### src/rtl/parking_billing_unit_pkg.sv
// Shared sizes and types for the parking-lot billing unit.
package parking_billing_unit_pkg;
  localparam int SLOTS  = 4;
  localparam int TIME_W = 4;
  localparam int COST_W = 8;

  typedef logic [1:0]        slot_t;
  typedef logic [TIME_W-1:0] time_t;
endpackage

### src/rtl/parking_billing_unit_add_sub4.sv
// 4-bit ripple adder/subtractor; mode=1 computes a - b as a + ~b + 1.
module add_sub4 (
  input  logic       mode,
  input  logic [3:0] a,
  input  logic [3:0] b,
  output logic [3:0] sum,
  output logic       carry_borrow
);
  logic [3:0] b_eff;
  logic [4:0] carry;

  assign b_eff = b ^ {4{mode}};

  always_comb begin
    carry[0] = mode;
    sum      = '0;
    for (int i = 0; i < 4; i++) begin
      sum[i]     = a[i] ^ b_eff[i] ^ carry[i];
      carry[i+1] = (a[i] & b_eff[i]) | (carry[i] & (a[i] ^ b_eff[i]));
    end
  end

  // In subtract mode a missing carry-out means the result borrowed.
  assign carry_borrow = mode ? ~carry[4] : carry[4];
endmodule

### src/rtl/parking_billing_unit.sv
// Four-slot parking controller: hour counter, lowest-free allocation, exit billing.
module parking_billing_unit
  import parking_billing_unit_pkg::*;
#(
  parameter logic [3:0] RATE = 4'd5
) (
  input  logic        clk,
  input  logic        rst_n,
  input  logic        tick,
  input  logic        arrive,
  input  logic        depart,
  input  logic [1:0]  depart_slot,
  output logic [3:0]  lot_free,
  output logic        full,
  output logic [3:0]  time_now,
  output logic        assign_valid,
  output logic [1:0]  assign_slot,
  output logic        arrive_reject,
  output logic        bill_valid,
  output logic [3:0]  duration,
  output logic [7:0]  cost,
  output logic        wrapped,
  output logic        depart_err
);
  logic [SLOTS-1:0]  free_q, free_next;
  time_t             time_q;
  time_t             entry_q [SLOTS];
  slot_t             free_idx;
  logic              arr_ok, dep_ok;
  time_t             diff;
  logic              borrow;
  logic [COST_W-1:0] product;

  assign full   = (free_q == '0);
  assign arr_ok = arrive && !full;
  assign dep_ok = depart && !free_q[depart_slot];

  // Scan downwards so the lowest free index wins.
  // NOTE: every always_comb output gets a default first, so no path leaves it unassigned and no latch is inferred.
  always_comb begin
    free_idx = '0;
    for (int i = SLOTS - 1; i >= 0; i--) begin
      if (free_q[i]) free_idx = slot_t'(i);
    end
  end

  add_sub4 u_sub (
    .mode        (1'b1),
    .a           (time_q),
    .b           (entry_q[depart_slot]),
    .sum         (diff),
    .carry_borrow(borrow)
  );

  assign product = COST_W'(diff) * COST_W'(RATE);

  // The arrival slot is chosen from the pre-departure map; the departing slot is occupied, so they never collide.
  always_comb begin
    free_next = free_q;
    if (dep_ok) free_next[depart_slot] = 1'b1;
    if (arr_ok) free_next[free_idx]    = 1'b0;
  end

  // NOTE: sequential state uses non-blocking assignments so every register samples pre-edge values.
  always_ff @(posedge clk or negedge rst_n) begin
    if (!rst_n) begin
      time_q        <= '0;
      free_q        <= '1;
      // NOTE: the entry file is small and must read as zero after reset, so it is reset like any other register.
      for (int i = 0; i < SLOTS; i++) entry_q[i] <= '0;
      assign_valid  <= 1'b0;
      assign_slot   <= '0;
      arrive_reject <= 1'b0;
      bill_valid    <= 1'b0;
      depart_err    <= 1'b0;
      duration      <= '0;
      cost          <= '0;
      wrapped       <= 1'b0;
    end else begin
      if (tick) time_q <= time_q + TIME_W'(1);
      free_q        <= free_next;
      assign_valid  <= arr_ok;
      arrive_reject <= arrive && full;
      bill_valid    <= dep_ok;
      depart_err    <= depart && free_q[depart_slot];
      if (arr_ok) begin
        entry_q[free_idx] <= time_q;
        assign_slot       <= free_idx;
      end
      if (dep_ok) begin
        duration <= diff;
        cost     <= product;
        wrapped  <= borrow;
      end
    end
  end

  assign lot_free = free_q;
  assign time_now = time_q;
endmodule

### config.mk
export PLATFORM = sky130hd
export DESIGN_NAME = parking_billing_unit
export DESIGN_NICKNAME = d
export VERILOG_FILES = /design/src/rtl/parking_billing_unit_pkg.sv /design/src/rtl/parking_billing_unit_add_sub4.sv /design/src/rtl/parking_billing_unit.sv
export SDC_FILE = /design/constraint.sdc
export NUM_CORES = 1
export LEC_CHECK = 0
export BUFFER_PORTS_ARGS = -buffer_cell sky130_fd_sc_hd__buf_4
export CAP_MARGIN = 20
export CORE_MARGIN = 2
export CORE_UTILIZATION = 59
export CTS_BUF_LIST = sky130_fd_sc_hd__clkbuf_16
export DETAILED_ROUTE_END_ITERATION = 16
export GPL_TIMING_DRIVEN = 0
export MAX_ROUTING_LAYER = met4
export PLACE_DENSITY_LB_ADDON = 0.12
export SYNTH_ARGS = -nofsm -noshare
export SYNTH_HDL_FRONTEND = slang
export SYNTH_SLANG_ARGS = --single-unit
### constraint.sdc
create_clock -name clk -period 5.2 [get_ports clk]
set_input_delay 1.04 -clock clk [delete_from_list [all_inputs] [get_ports clk]]
set_output_delay 1.04 -clock clk [all_outputs]
set_load 0.1 [all_outputs]
==> results of run 1 <==
Yosys cell counts:
cell type / count
dfrtp_1: 36
inv_1: 14
mux2_2: 12
mux2_4: 10
nor2_1: 10
nand2_1: 9
o21ai_0: 7
ha_1: 6
dfstp_2: 4
fa_1: 4
mux4_1: 4
buf_4: 3
a21oi_1: 2
and2_1: 2
xnor2_1: 2
xor2_1: 2
a31o_2: 1
a31oi_1: 1
a32o_1: 1
and3_1: 1
buf_12: 1
buf_2: 1
buf_6: 1
clkbuf_1: 1
conb_1: 1
mux2i_1: 1
nand3b_1: 1
nand4_1: 1
nand4b_1: 1
nor3b_1: 1
nor4_1: 1
o221a_2: 1
o22a_1: 1
o22ai_4: 1
o31ai_1: 1
or2b_2: 1
critical path, stage by stage:
cell and delay (ps):
buf_2 220, mux4_1 590, ha_1 190, inv_1 60, fa_1 160, inv_1 50, fa_1 390, fa_1 570
inv_1 90, ha_1 290, ha_1 160, inv_1 50, fa_1 380, xor2_1 160, mux2_4 260
area by class of cell:
type,instances,share of cell area
inverter,14,0.0217
clock buffer,5,0.0517
clock inverter,3,0.0160
tap,44,0.0228
buffer,7,0.0259
timing repair buffer,31,0.0962
multi-input combinational,86,0.350
sequential,40,0.416
worst paths after layout:
path                       slack, ps                       to                    start  cells past startpoint
hold / removal                   480  entry_q[10]$_DFFE_PN0P_  entry_q[10]$_DFFE_PN0P_                      2
hold reg to reg                  480  entry_q[10]$_DFFE_PN0P_  entry_q[10]$_DFFE_PN0P_                      2
min in group asynchronous        710   assign_valid$_DFF_PN0_                    rst_n                      1
setup / recovery                 710      cost[5]$_DFFE_PN0P_           depart_slot[0]                     15
max in group asynchronous       4120    lot_free[3]$_DFF_PN1_                    rst_n                      1
setup reg to reg                1400      cost[5]$_DFFE_PN0P_   entry_q[8]$_DFFE_PN0P_                     14
logic make-up (layout without fill, tap and decap cells):
kind of cell               Yosys count  count (layout)  synth area share
adders and majority gates           10              10            0.0788
buffers and inverters               21              60            0.0585
other                                1               1           0.00191
AOI/OAI and AO/OA                   16              16            0.0598
xor gates and xnor gates             4               4            0.0178
DFF                                 40              40             0.511
muxes                               27              27             0.203
and+or+nand+nor                     28              28            0.0687
state kept, by name, indices dropped and copies added (netlist names):
signal,cells
time_now,4
lot_free,4
duration,4
wrapped,1
arrive_reject,1
depart_err,1
cost,5
bill_valid,1
assign_slot,2
assign_valid,1
entry_q,16
metal layers:
| metal | wire length [um] | vias up |
|---|---|---|
| li1 | - | 579 |
| met1 | 1590 | 626 |
| met2 | 1790 | 25 |
| met3 | 131 | 6 |
| met4 | 65 | 0 |
| met5 | 0 | - |
stage by stage:
stage,setup WS (ps),util,hold WS [ps],instances,instance area [sq um]
2_1_floorplan,522,-,442,147,1970
3_3_place_gp,505,0.727,455,222,2260
3_5_place_dp,399,0.727,470,222,2260
4_1_cts,693,0.780,482,230,2420
5_1_grt,603,0.780,516,230,2420
6_report,709,0.780,480,230,2420
==> impl_metrics.tcl, run 1 <==
set metrics [dict create \
    outcome "finished clean" \
    cap_violations 0 \
    synth_cell_types 36 \
    syn_to_final_growth_pct 22.9 \
    fin_skew_ps 3.67 \
    cts_root_buf "clkbuf_16" \
    required_ps 5370 \
    cts.path.max_buffers 2 \
    cts_setup_buffers 0 \
    syn_area_sq_um 1970 \
    drt-initial-drc-count 30 \
    syn_inst 147 \
    fmax_mhz 223 \
    multi_input_area_sq_um 847 \
    regArea_sq_um 1010 \
    ys_warn_count 0 \
    synth_top_area_frac 0.458 \
    drc 0 \
    period_share 0.864 \
    avgSynthCellArea_sq_um 13.4 \
    worstSetupPathType "primary input to flop" \
    gp_congestion 0.773 \
    fill_cells 198 \
    startpoint_type "primary input" \
    hold_viol_final 0 \
    io_buffers 31 \
    numCtsBuffers 5 \
    hold_class "flop to flop" \
    end_kind "flop" \
    grt.busiest_layer "met2" \
    met2_usage 0.370 \
    grt_pass1_vias 1291 \
    cts_tree "done" \
    drive_above_1_share 0.398 \
    hold_buffers 0 \
    clock-sinks 40 \
    dieHeight_um 61.8 \
    synth_seq_area_share 0.511 \
    final_cell_mix "dfrtp_1, buf_4, inv_1" \
    vias 1236 \
    wl_per_cell_um 15.5 \
    drtPass1Iterations 4 \
    grt_pass1_wl_um 6110 \
    grt-ovfl-total 0 \
    worstPathArrival_ps 4660 \
    final.min_clock_period_ps 4490 \
    clk_latency_ps 280 \
    wirelength_um 3580 \
    io_pins 35 \
    final-max-slew-violation-count 0 \
    dieArea_sq_um 3810 \
    vias_per_cell 5.37 \
    postRouteAntennaNets 0 \
    grt_antenna_before_repair 0 \
    cts_max_level 2 \
    gr-usage-met3 0.0518 \
    synth_seq_cells 40 \
    cts.clk_slew.worst_paths_ps 60 \
    syn_nets 164 \
    yosys.area.top_type "dfrtp_1" \
    num_rows 20 \
    grt_setup_unrepaired "false" \
    grt_start_max_net_pins 41 \
    coreArea_sq_um 3100 \
    met1_usage 0.295 \
    hpwl_um 2550 \
    grt_usage 0.239 \
    diodes 0 \
    initial_core_util 0.634 \
    die_w_um 61.8 \
    final_common_cell "dfrtp_1" \
    worstPathMaxFanout 9 \
    nNetsFinal 202 \
    synth_area_leaders "dfrtp_1, mux2_4, mux2_2" \
    post_cts_resized 0 \
    finalSetupViolCount 0 \
    finalSetupTns_ps 0 \
]
Power of run 1 is left out: the tool's default activity adds up to more than one toggle a clock period on the data nets, which glitch-free logic cannot reach.
==> inputs of run 2 (changes only) <==
--- a/config.mk
+++ b/config.mk
@@ -8,7 +8,7 @@
 export BUFFER_PORTS_ARGS = -buffer_cell sky130_fd_sc_hd__buf_4
 export CAP_MARGIN = 20
 export CORE_MARGIN = 2
-export CORE_UTILIZATION = 59
+export CORE_UTILIZATION = 60
 export CTS_BUF_LIST = sky130_fd_sc_hd__clkbuf_16
 export DETAILED_ROUTE_END_ITERATION = 16
 export GPL_TIMING_DRIVEN = 0
@@ -16,4 +16,5 @@
 export PLACE_DENSITY_LB_ADDON = 0.12
 export SYNTH_ARGS = -nofsm -noshare
 export SYNTH_HDL_FRONTEND = slang
+export SYNTH_HIERARCHICAL = 1
 export SYNTH_SLANG_ARGS = --single-unit
==> run 2 against run 1 <==
Against the previous run: via count decreased by 0.32%; utilization decreased by 2.8 points; maximum frequency increased by 0.60%; largest cell class unchanged.
==> impl_metrics.tcl, run 2 <==
set metrics [dict create \
    drt-initial-drc-count 60 \
    diodes 0 \
    hold_buffers 0 \
    regArea_sq_um 1010 \
    fin_skew_ps 4.30 \
    critPathMostFrequentCell "fa_1" \
    syn_area_sq_um 2060 \
    cts.path.max_buffers 2 \
    final_common_cell "dfrtp_1" \
    cts.clk_slew.worst_paths_ps 50 \
    final_cell_area_sq_um 2490 \
    dpl.cell_count 220 \
    avgSynthCellArea_sq_um 14.4 \
    critPathSlowestCell "mux4_1" \
    dieHeight_um 62.6 \
    synth_seq_area_share 0.488 \
    grt_start_max_net_pins 41 \
    yosys.area.top_type "dfrtp_1" \
    fin_cells 228 \
    cts_max_level 2 \
    synth_top_area_frac 0.437 \
    initial_core_util 0.622 \
    ys_warn_count 6 \
    startpoint_type "primary input" \
    yosysMostFrequentCell "dfrtp_1" \
    grt_pass1_vias 1298 \
    vias 1232 \
    end_kind "flop" \
    hpwl_um 2570 \
    gp_congestion 0.811 \
    postRouteAntennaNets 0 \
    grt-ovfl-total 0 \
    worstPathArrival_ps 4630 \
    outcome "finished clean" \
    crit_path_max_incr_delay_ps 630 \
    required_ps 5370 \
    dieArea_sq_um 3920 \
    post_cts_resized 0 \
    wl_per_cell_um 15.8 \
    reg_top3 "entry_q: 16 flops, cost: 5 flops" \
    crit_family "adder cells" \
    synth_ff_type "dfrtp_1" \
    finish.utilization 0.752 \
    synth_commonest_cells "dfrtp_1, mux2_2, mux2_4" \
    coreArea_sq_um 3310 \
    worstPathMaxFanout 9 \
    cts_setup_buffers 0 \
    die_w_um 62.6 \
    dpl_cell_area_sq_um 2350 \
    cts_tree "done" \
    num_rows 21 \
    hold_viol_final 0 \
    finalSetupViolCount 0 \
    synth_seq_cells 40 \
    cts_root_buf "clkbuf_16" \
    multi_input_area_sq_um 945 \
    clock-sinks 40 \
    drive_above_1_share 0.473 \
    drc 0 \
    largest_reg_flops 16 \
    cap_violations 0 \
    finalSetupTns_ps 0 \
    io_pins 35 \
    worstSetupPathType "primary input to flop" \
    final-max-slew-violation-count 0 \
    grt_antenna_before_repair 0 \
    period_share 0.858 \
    grt_pass1_wl_um 6330 \
    numCtsBuffers 5 \
    io_buffers 31 \
    syn_inst 143 \
    crit_chain "buf_2 -> mux4_1 -> mux2_2 -> fa_1 -> inv_1 -> fa_1 -> fa_1 -> inv_1 -> ha_1 -> ha_1 -> fa_1 -> xor2_1 -> mux2_4" \
    syn_to_final_growth_pct 20.8 \
    fmax_mhz 224 \
    syn_nets 159 \
    worst-path-buf-inv 3 \
    fill_cells 245 \
    wirelength_um 3600 \
    hold_class "flop to flop" \
    async_flop_share 1.00 \
    regMostFlops "entry_q" \
    clk_latency_ps 280 \
    final.min_clock_period_ps 4460 \
    final_cell_mix "dfrtp_1, buf_4, mux2_2" \
    nNetsFinal 197 \
    grt_usage 0.217 \
    synth_area_leaders "dfrtp_1, mux2_2, mux2_4" \
    vias_per_cell 5.40 \
    synth-edff-count 0 \
    drtPass1Iterations 4 \
    synth_cell_types 34 \
    grt_setup_unrepaired "false" \
]
[run 2: cell count changes in the layout (fill, tap and decap cells not counted), moves of 2 or more]
cell,change
inv_1,-8
mux2_2,+7
nand2_1,-5
o21ai_0,-5
xnor2_1,+3
xor2_1,+2
[run 2: path summary, 6_finish.rpt]
path	startpoint	end	slack, ps	cells after the start
setup / recovery	depart_slot[0]	cost[5]$_DFFE_PN0N_	740	13
hold / removal	entry_q[12]$_DFFE_PN0P_	entry_q[12]$_DFFE_PN0P_	500	1
setup reg to reg	entry_q[8]$_DFFE_PN0P_	cost[5]$_DFFE_PN0N_	1420	12
hold reg to reg	entry_q[12]$_DFFE_PN0P_	entry_q[12]$_DFFE_PN0P_	500	1
max in group asynchronous	rst_n	lot_free[2]$_DFF_PN1_	4120	1
min in group asynchronous	rst_n	cost[5]$_DFFE_PN0N_	720	1
[run 2: logic make-up after synthesis]
group                    Yosys count  share of synthesized area
flip-flops                        40                      0.488
multiplexers                      34                      0.235
AND/OR/NAND/NOR                   22                     0.0693
buffers and inverters             16                     0.0529
AO/OA/AOI/OAI                     11                     0.0431
adder cells (fa/ha/maj)            9                     0.0693
XOR/XNOR                           9                     0.0383
other                              2                    0.00365
[run 2: layout make-up]
class / count / share of cell area
clock buffers: 5 / 0.0503
multi-input cells: 87 / 0.380
flip-flops and latches: 40 / 0.404
inverters: 7 / 0.0106
well taps: 46 / 0.0231
clock inverters: 3 / 0.00553
repair buffers: 31 / 0.0935
plain buffers: 9 / 0.0332
[run 2: per-stage QoR]
stage          hold slack, ps  worst slack [ps]
2_1_floorplan             470               417
3_3_place_gp              481               524
3_5_place_dp              488               434
4_1_cts                   500               716
5_1_grt                   516               579
6_report                  500               736
[run 2: worst register-to-register path: cells and delay by family (launching register included)]
kind / cells / cell delay [ps]
buffers and inverters: 2 / 130
adder cells (fa/ha/maj): 6 / 1950
flip-flops: 1 / 370
multiplexers: 3 / 1070
XOR/XNOR: 1 / 150
[run 2: routing by layer]
metal,track usage,wire (um)
met2,0.337,1820
met5,-,0
met4,0.0833,58
met3,0.0667,201
met1,0.270,1530
Power of run 2 is left out for the same reason.
